### src/rtl/seg7_scan.sv
// Time-multiplexed common-anode 7-segment driver: latches hex data, scans one digit per DIV clocks,
// decodes to active-low gfedcba with leading-zero blanking, decimal points, blink and a frame pulse.
module seg7_scan #(
  parameter int DIGITS    = 4,
  parameter int DIV       = 50000,
  parameter int BLINK_DIV = 64
) (
  input  logic                CLK,
  input  logic                RST,
  input  logic                EN,
  input  logic                LOAD,
  input  logic [DIGITS*4-1:0] DATA,
  input  logic [DIGITS-1:0]   DP_IN,
  input  logic                LZB,
  input  logic                BLINK,
  output logic [6:0]          SEG,
  output logic                DP,
  output logic [DIGITS-1:0]   AN,
  output logic                FRAME
);

  localparam int IW = (DIGITS > 1) ? $clog2(DIGITS) : 1;
  localparam int CW = (DIV > 1) ? $clog2(DIV) : 1;
  localparam int FW = (BLINK_DIV > 1) ? $clog2(BLINK_DIV) : 1;

  logic [DIGITS*4-1:0] data_q;
  logic [DIGITS-1:0]   dp_q;
  logic [CW-1:0]       cnt;
  logic [IW-1:0]       idx;
  logic [FW-1:0]       fcnt;
  logic                phase;
  logic [DIGITS-1:0]   lz;
  logic                slot_end;
  logic                last_digit;
  logic                wrap;
  logic [3:0]          nib;

  function automatic logic [6:0] decode(input logic [3:0] n);
    case (n)
      4'h0: decode = 7'h40;
      4'h1: decode = 7'h79;
      4'h2: decode = 7'h24;
      4'h3: decode = 7'h30;
      4'h4: decode = 7'h19;
      4'h5: decode = 7'h12;
      4'h6: decode = 7'h02;
      4'h7: decode = 7'h58;
      4'h8: decode = 7'h00;
      4'h9: decode = 7'h10;
      4'hA: decode = 7'h08;
      4'hB: decode = 7'h03;
      4'hC: decode = 7'h46;
      4'hD: decode = 7'h21;
      4'hE: decode = 7'h06;
      default: decode = 7'h0E;
    endcase
  endfunction

  assign slot_end   = (cnt == CW'(DIV - 1));
  assign last_digit = (idx == IW'(DIGITS - 1));
  assign wrap       = EN && slot_end && last_digit;
  assign nib        = data_q[4*idx +: 4];

  // lz[i] is set when every nibble from the top down to i is zero; digit 0 never qualifies.
  always_comb begin
    logic zero_above;
    lz = '0;
    zero_above = 1'b1;
    for (int i = DIGITS - 1; i >= 1; i--) begin
      zero_above = zero_above && (data_q[4*i +: 4] == 4'h0);
      lz[i] = zero_above;
    end
  end

  always_ff @(posedge CLK or posedge RST) begin
    if (RST) begin
      data_q <= '0;
      dp_q   <= '0;
    end else if (LOAD) begin
      data_q <= DATA;
      dp_q   <= DP_IN;
    end
  end

  always_ff @(posedge CLK or posedge RST) begin
    if (RST) begin
      cnt <= '0;
      idx <= '0;
    end else if (EN) begin
      if (slot_end) begin
        cnt <= '0;
        idx <= last_digit ? '0 : idx + 1'b1;
      end else begin
        cnt <= cnt + 1'b1;
      end
    end
  end

  always_ff @(posedge CLK or posedge RST) begin
    if (RST) begin
      fcnt  <= '0;
      phase <= 1'b0;
    end else if (!BLINK) begin
      fcnt  <= '0;
      phase <= 1'b0;
    end else if (wrap) begin
      if (fcnt == FW'(BLINK_DIV - 1)) begin
        fcnt  <= '0;
        phase <= ~phase;
      end else begin
        fcnt <= fcnt + 1'b1;
      end
    end
  end

  always_ff @(posedge CLK or posedge RST) begin
    if (RST) begin
      SEG   <= 7'h7F;
      DP    <= 1'b1;
      AN    <= '1;
      FRAME <= 1'b0;
    end else begin
      FRAME <= wrap;
      if (!EN || (BLINK && phase)) begin
        SEG <= 7'h7F;
        DP  <= 1'b1;
        AN  <= '1;
      end else begin
        AN  <= ~(DIGITS'(1) << idx);
        SEG <= (LZB && lz[idx]) ? 7'h7F : decode(nib);
        DP  <= ~dp_q[idx];
      end
    end
  end

endmodule

### config.mk
export PLATFORM = sky130hd
export DESIGN_NAME = seg7_scan
export DESIGN_NICKNAME = d
export VERILOG_FILES = /design/src/rtl/seg7_scan.sv
export SDC_FILE = /design/constraint.sdc
export NUM_CORES = 1
export LEC_CHECK = 0
export ABC_AREA = 1
export BUFFER_PORTS_ARGS = -buffer_cell sky130_fd_sc_hd__buf_2
export CORE_AREA = 2 2 74 76
export CTS_CLUSTER_DIAMETER = 80
export DETAILED_ROUTE_END_ITERATION = 10
export DIE_AREA = 0 0 76 78
export PLACE_DENSITY = 0.83
export SLEW_MARGIN = 10
export SYNTH_ARGS = -nofsm -noshare
export SYNTH_HDL_FRONTEND = slang
export SYNTH_SLANG_ARGS = --single-unit
### constraint.sdc
create_clock -name CLK -period 4.9 [get_ports CLK]
set_clock_uncertainty 0.1 [all_clocks]
set_input_delay 0.49 -clock CLK [delete_from_list [all_inputs] [get_ports CLK]]
set_output_delay 0.49 -clock CLK [all_outputs]
set_load 0.01 [all_outputs]
; Word level (Yosys, flattened, before mapping)
; Memories as Yosys holds them, arrays and structs flattened.
; Cells that the tools add are included.
[totals]
input_bits = 26
output_inout_bits = 13
romBits = 112
elab_cells = 54
mem_count = 1
reg_bits = 58
[memory_table]
columns = memory, words, word_bits, rd, rd_ports_with_merged_regs, wr, line
row1 = (no name shown), 16, 7, 1, 0, 0, 39  ; case (n)
[classes]
mux = 16
n_reduce_logical = 13
n_addsub = 3
shift = 2
eq_ne = 5
bitwise_logic = 3
order_cmp = 1
[ops]
columns = operator, n
row1 = $mux 6, 3
row2 = $add 16x1->16 const B, 1
row3 = $eq 16x16->1 const B, 1
row4 = $mux 16, 1
row5 = $shiftx 16x5->4, 1
row6 = $mux 7, 2
row7 = $logic_not 4->1, 3
row8 = $add 6x1->6 const B, 1
row9 = $eq 6x6->1 const B, 1
row10 = $logic_and 1x1->1, 6
row11 = $mux 1, 6
row12 = $bmux 1 s2, 2
row13 = $mux 4, 1
row14 = $ne 2x1->1 const B, 2
row15 = $not 4->4, 1
row16 = $reduce_and 2->1, 2
row17 = $shl 1x2->4 const A, 1
row18 = $lt 2x3->1 const B, 1
row19 = $add 2x1->2 const B, 1
row20 = $eq 2x2->1 const B, 1
row21 = $mux 2, 1
row22 = $not 1->1, 2
row23 = $logic_not 1->1, 1
row24 = $logic_or 1x1->1, 1

; Longest topological paths before layout
; Gate-level depths: netlist of the first run.
[depth]
ltp_word = 8
ltp_mapped = 12
depth_no_buf = 11

; Least setup slack after synthesis of the first run
; No wires, ideal clock.
[synth_path]
path_type = register -> register
startpoint = register idx[0]
endpoint = register SEG[0]
stages_incl_launch_ff = 11
t_required_ns = 4.720
setup_slack_ns = 3.191
setup_ns = 0.080
period_less_slack_ns = 1.709
path_buffers = 1
arrival_time_ns = 1.529
cell_sequence = dfrtp_1 > buf_4 > o21ai_0 > nand2_1 > ha_1 > inv_1 > nand2_1 > nand2_1 > o21ai_1 > nand2_1 > nand2_1
[synth_via]
elab_chain_cells = 5
word_cells_on_any_way = 7
classes_between = 1 x shift / 4 x mux / 1 x reduce/logical / 1 x memory
[synth_rtl]
columns = element, line
row1 = start: declaration, 29  ; logic [IW-1:0] idx;
row2 = start signal: assignment, 92  ; idx <= last_digit ? '0 : idx + 1'b1;
row3 = "parallel branches: the longest is 3 deep, another holds $mem_v2 16x7", -
row4 = $mux 7 (*), 130  ; SEG <= (LZB && lz[idx]) ? 7'h7F : decode(nib);
row5 = $mux 7 (*), 124  ; if (!EN || (BLINK && phase)) begin
row6 = end signal: assignment, 130
row7 = end: declaration, 16  ; output logic [6:0] SEG,
; Mark *: on every way between the ends. The select of a mux whose other input is x is not followed.
; A chain may end at the register's enable or synchronous reset.

; Worst setup path after layout of the first run
; Same ends and word-level chain as after synthesis.

==> impl_metrics.env, run 1 <==
export IMPL_power_density_nw_per_um2=348
export IMPL_synth_area_sq_um=3100
export IMPL_cts_root_buf="clkbuf_8"
export IMPL_critPathBufInv=2
export IMPL_cp_depth=11
export IMPL_initial_utilization_pct=61.4
export IMPL_drt_wl_total_um=5820
export IMPL_drc=0
export IMPL_ys_ff_latch=58
export IMPL_die_area_sq_um=5930
export IMPL_rr_worst_depth=11
export IMPL_setup_viol=0
export IMPL_fp_row_count=26
export IMPL_dp_cells=478
export IMPL_cts_hold_buf=0
export IMPL_drtIter0Drc=198
export IMPL_hold_viol=0
export IMPL_layout_cells_most_common="nand2_1"
export IMPL_vias=2512
export IMPL_crit_type="reg2reg"
export IMPL_crit_path_end="SEG[0]"
export IMPL_avgSynthCellArea_sq_um=8.24
export IMPL_die_x_um=76
export IMPL_hold_path_class="in2async"
export IMPL_clkLatencyLatePin_ns=0.33
export IMPL_cts_tree="done"
export IMPL_setup_tns_ns=0
export IMPL_drive_gt1_share_pct=24.6
export IMPL_final_cells=493
export IMPL_nets=457
export IMPL_grt_pass1_wl_um=10400
export IMPL_clkSinkCount=58
export IMPL_port_buffers=38
export IMPL_cellLeakagePower_nw=1.80
export IMPL_synth_cell_types=29
export IMPL_drv_cap=0
export IMPL_synth_top_area_share_pct=37.2
export IMPL_yosysSeqAreaShare_pct=47.3
export IMPL_yosysWarnings=0
export IMPL_r2r_setup_slack_ns=2.86
export IMPL_cp_data_arrival_time_ns=2.22
export IMPL_first_pass_iters=4
export IMPL_core_area_sq_um=5040
export IMPL_routed_via_density=5.10
export IMPL_cp_required_ns=5.08
export IMPL_place_hpwl_um=4230
export IMPL_cts_buffer_depth=2
export IMPL_grt_pass1_vias=2396
export IMPL_antennaDiodeCount=0
export IMPL_grt_usage_pct=21.8
export IMPL_clk_pin_slew_ns=0.06
export IMPL_critPathCaptureType="flip-flop"
export IMPL_rsz0062_at_grt="false"
export IMPL_ios=39
export IMPL_antenna_found_initial=0
export IMPL_cpPeakStageDelay_ns=0.65
export IMPL_relSlewSlack_pct=54.2
export IMPL_grt_util_met3_pct=6.05
export IMPL_crit_path_cell_trace="inv_2, nand2_1, nand3_1, nand2_1, ha_1, inv_1, nand2_1, nand2_1, o21ai_1, nand2_1, nand2_1"
export IMPL_final_cell_mix="nand2_1, dfrtp_1, inv_1, buf_2"
export IMPL_die_h_um=78
export IMPL_ant_nets=0
export IMPL_rr_startpoint="idx[0]"
export IMPL_yosys_top_cells_area="dfrtp_1, nand2_1, dfstp_2"
export IMPL_grt_util_met1_pct=28.8
export IMPL_startpoint="idx[0]"
export IMPL_gr_total_overflow=0
export IMPL_fmax_mhz=490
export IMPL_holdWs_ns=0.233
export IMPL_grt_busiest_layer="met2"
export IMPL_critPathSlowestCell="dfrtp_1"
export IMPL_cts_made_buffers=9
export IMPL_maxSlewViolCount=0
export IMPL_yosysTopAreaCell="dfrtp_1"
export IMPL_startpoint_type="flip-flop"
export IMPL_wl_per_cell_um=11.8
export IMPL_grt_max_degree=59
export IMPL_period_share_pct=41.7
export IMPL_n_fill_cell=389
export IMPL_status="finished, final reports clean"
export IMPL_htree_levels=3
export IMPL_min_period_ns=2.04
export IMPL_ir_worst_vdd_v=0.000207
export IMPL_post_cts_resized=0
export IMPL_postSynthCellCount=376
export IMPL_worstPathMaxFanout=17
export IMPL_area_growth_pct=14.0
export IMPL_use_met2_pct=34.7
export IMPL_synth_nets=414
export IMPL_r2r_end="SEG[0]"
export IMPL_cts_setup_buffers=0
export IMPL_cp_top_family="simple AND/OR/NAND/NOR gates"
export IMPL_gp_congestion=0.880
export IMPL_tightest_slew_ns=0.688
export IMPL_cp_common_cell="nand2_1"
[worst min path at each step]
stage / from / end / slack, ns / depth (start not counted)
2_1_floorplan: fcnt[1] / fcnt[1] / 0.37 / 2
3_3_place_gp: fcnt[1] / fcnt[1] / 0.39 / 2
3_5_place_dp: dp_q[0] / dp_q[0] / 0.40 / 1
4_1_cts: DATA[0] / data_q[0] / 0.25 / 3
5_1_grt: DATA[10] / data_q[10] / 0.27 / 3
6_report: RST / fcnt[5] / 0.23 / 3
[through the flow]
step / setup WS (ns) / power [mW] / area (sq um) / util, %
CTS: 2.87 / 1.24 / 3530 / 70.0
global placement: 2.99 / 0.793 / 3340 / 66.2
finish: 2.86 / 1.23 / 3530 / 70.0
floorplan: 2.90 / 0.745 / 3100 / -
global route: 2.67 / 1.30 / 3530 / 70.0
detailed placement: 2.88 / 0.802 / 3340 / 66.2
[cell usage after synthesis]
cell type  instances
dfrtp_1           46
nand2_2            6
nor3_2             1
inv_1             42
ha_1              12
buf_6              2
mux2_2             9
nand2_1           96
inv_2              7
nor2_2             6
nor3_1             7
nand4_2            1
o21ai_2            1
nand3_1           32
o21ai_1            5
a21oi_2            2
clkbuf_1           3
o21ai_0           26
nand3_2            3
dfstp_2           12
buf_2              1
clkinv_4           1
nor3_4             1
buf_4              1
a21oi_1            8
nand4_1            5
nor3b_1            1
xor2_1             7
nor2_1            32
[layer usage]
| metal | vias to the layer above | wire length [um] | share of wire (%) |
|---|---|---|---|
| met5 | - | 0 | 0 |
| met4 | 0 | 95 | 1.6 |
| met3 | 9 | 304 | 5.2 |
| met2 | 60 | 2660 | 46 |
| met1 | 1156 | 2770 | 48 |
| li1 | 1287 | - | - |
[where the power goes]
group	leakage, nW	switching [mW]	internal (mW)
logic	1.01	0.128	0.0772
clock network	0.102	0.177	0.258
registers	0.683	0.0481	0.543
[flip-flops by register name (all words and copies together), names as in the netlist]
name,cells
cnt,16
data_q,16
SEG,7
fcnt,6
AN,4
dp_q,4
idx,2
DP,1
FRAME,1
phase,1
[logic make-up after synthesis]
logic type      Yosys count  synth area share [%]
fa+ha+maj                12                  4.85
xor+xnor                  7                  1.98
buf+inv                  57                  7.71
simple gates            191                  27.7
flops                    58                  47.3
compound gates           42                  7.15
mux                       9                  3.27
[cell type report]
| cell class | count | area (sq um) | area share [%] |
|---|---|---|---|
| Multi-Input combinational cell | 261 | 1390 | 39.4 |
| Timing Repair Buffer | 39 | 198 | 5.60 |
| Clock buffer | 12 | 155 | 4.39 |
| Tap cell | 70 | 87.6 | 2.48 |
| Clock inverter | 3 | 40.0 | 1.13 |
| Inverter | 50 | 193 | 5.46 |
| Sequential cell | 58 | 1470 | 41.5 |
[worst register-to-register path, cell delays in order (launching register included)]
cell,delay [ns]
dfrtp_1,0.65
inv_2,0.20
nand2_1,0.11
nand3_1,0.06
nand2_1,0.20
ha_1,0.21
inv_1,0.10
nand2_1,0.11
nand2_1,0.05
o21ai_1,0.07
nand2_1,0.07
nand2_1,0.06
No activity file was read; power rests on OpenSTA's default activity.
==> run 2: changes to the inputs <==
Settings changed: CORE_AREA 2 2 74 76 to 2 2 77 79, DIE_AREA 0 0 76 78 to 0 0 79 81, PLACE_DENSITY 0.83 to 0.77.
Clock period 4.9 ns to 1.95 ns, I/O delays scaled along.
==> run 2 against run 1 <==
Net effect:
- register-to-register slack got worse by 2.7 ns
- largest cell class unchanged
- first-iteration DRC count grew 1.5%
- global-route usage shrank 0.30 points
- die area increased by 7.9%
- utilization decreased by 3.2 points
- clock power grew to 2.6 times the previous value
==> impl_metrics.env, run 2 (synthesis gave the netlist of run 1 again) <==
export IMPL_cts_root_buf="clkbuf_8"
export IMPL_routed_via_density=4.98
export IMPL_final_cell_mix="nand2_1, dfrtp_1, inv_1, buf_2"
export IMPL_relSlewSlack_pct=67.0
export IMPL_rsz0062_at_grt="false"
export IMPL_gp_congestion=0.900
export IMPL_wl_per_cell_um=12.0
export IMPL_fmax_mhz=572
export IMPL_cp_required_ns=2.11
export IMPL_drive_gt1_share_pct=24.3
export IMPL_maxSlewViolCount=0
export IMPL_cts_setup_buffers=0
export IMPL_htree_levels=3
export IMPL_grt_usage_pct=21.5
export IMPL_period_share_pct=89.7
export IMPL_area_growth_pct=22.4
export IMPL_first_pass_iters=4
export IMPL_fp_row_count=28
export IMPL_grt_pass1_wl_um=10700
export IMPL_hold_path_class="in2reg"
export IMPL_tightest_slew_ns=0.495
export IMPL_worstPathMaxFanout=9
export IMPL_utilization_pct=66.8
export IMPL_nets=481
export IMPL_drt_wl_total_um=6300
export IMPL_min_period_ns=1.75
export IMPL_die_x_um=79
export IMPL_cts_buffer_depth=2
export IMPL_grt_pass1_vias=2427
export IMPL_crit_type="reg2reg"
export IMPL_core_area_sq_um=5680
export IMPL_drc=0
export IMPL_clkSinkCount=58
export IMPL_ios=39
export IMPL_status="finished, final reports clean"
export IMPL_clk_pin_slew_ns=0.07
export IMPL_ant_nets=0
export IMPL_fin_ws_ns=0.201
export IMPL_reg_largest_list="cnt x16, data_q x16, SEG x7"
export IMPL_power_density_nw_per_um2=834
export IMPL_antenna_found_initial=0
export IMPL_post_place_ws_ns=0.227
export IMPL_vias=2604
export IMPL_hold_viol=0
export IMPL_cp_data_arrival_time_ns=1.91
export IMPL_setup_viol=0
export IMPL_drv_cap=0
export IMPL_cts_made_buffers=9
export IMPL_gr_total_overflow=0
export IMPL_clkLatencyLatePin_ns=0.34
export IMPL_n_fill_cell=477
export IMPL_drtIter0Drc=201
export IMPL_place_hpwl_um=4280
export IMPL_ir_worst_vdd_v=0.000504
export IMPL_antennaDiodeCount=0
export IMPL_startpoint_type="flip-flop"
export IMPL_critPathCaptureType="flip-flop"
export IMPL_die_h_um=81
export IMPL_layout_cells_most_common="nand2_1"
export IMPL_cts_tree="done"
export IMPL_cellLeakagePower_nw=1.90
export IMPL_die_area_sq_um=6400
export IMPL_port_buffers=38
export IMPL_grt_max_degree=59
export IMPL_setup_tns_ns=0
export IMPL_initial_utilization_pct=54.6
## run 2: cell count changes in the layout (fill, tap and decap cells not counted)
cell | previous run | this run
buf_4 | 1 | 3
dlygate4sd3_1 | 0 | 21
clkinvlp_4 | 0 | 1
clkbuf_1 | 1 | 0
buf_12 | 0 | 1
clkinv_2 | 2 | 3
## run 2: routing by layer
metal / global-route usage (%) / wire, um / vias up / share of wire [%]
li1: - / - / 1332 / -
met1: 28.1 / 2960 / 1208 / 47
met2: 34.6 / 3000 / 57 / 48
met3: 5.33 / 259 / 7 / 4.1
met4: 8.79 / 80 / 0 / 1.3
met5: 0 / 0 / - / 0
## run 2: worst paths after layout
check	start	slack [ns]	cells past startpoint	endpoint
max in group asynchronous	RST	1.09	4	SEG[1]
worst min register to register	fcnt[1]	0.41	2	fcnt[1]
worst max-delay path	idx[0]	0.20	10	SEG[0]
worst min-delay path	BLINK	0.08	3	fcnt[1]
min in group asynchronous	RST	0.37	4	cnt[4]
worst max register to register	idx[0]	0.20	10	SEG[0]
## run 2: repair_timing
item	CTS	global route
hold buffers	21	0
gates resized for setup	0	0
hold endpoints to repair	66	0
## run 2: layout make-up
cell class,instances,area (sq um),share of cell area [%]
clock inverters,5,52.6,1.39
inverters,50,193,5.08
flip-flops and latches,58,1470,38.7
clock buffers,11,151,3.99
repair buffers,63,443,11.7
multi-input cells,261,1390,36.7
well taps,75,93.8,2.47
## run 2: report_power, final
part           internal, mW  total [mW]  switching (mW)
Sequential             1.36        1.48           0.122
Combinational         0.225       0.558           0.333
Clock                 0.652        1.12           0.470
Total                  2.24        3.16           0.924
## run 2: worst max-delay path, stage by stage (launching register included)
cell	delay, ns
dfrtp_1	0.50
a21oi_1	0.11
o21ai_0	0.08
nand2_1	0.16
ha_1	0.25
inv_1	0.14
nand2_1	0.09
nand2_1	0.07
o21ai_1	0.06
nand2_1	0.06
nand2_1	0.05
## run 2: per-stage QoR
| step | area (sq um) | power (mW) | hold WS, ns | cells |
|---|---|---|---|---|
| after CTS | 3790 | 3.19 | 0.0642 | 523 |
| final | 3790 | 3.16 | 0.0831 | 523 |
| after global routing | 3790 | 3.34 | 0.100 | 523 |
| after global placement | 3380 | 2.00 | 0.173 | 486 |
| after detailed placement | 3380 | 2.02 | 0.179 | 486 |
| after floorplan | 3100 | 1.87 | 0.216 | 376 |
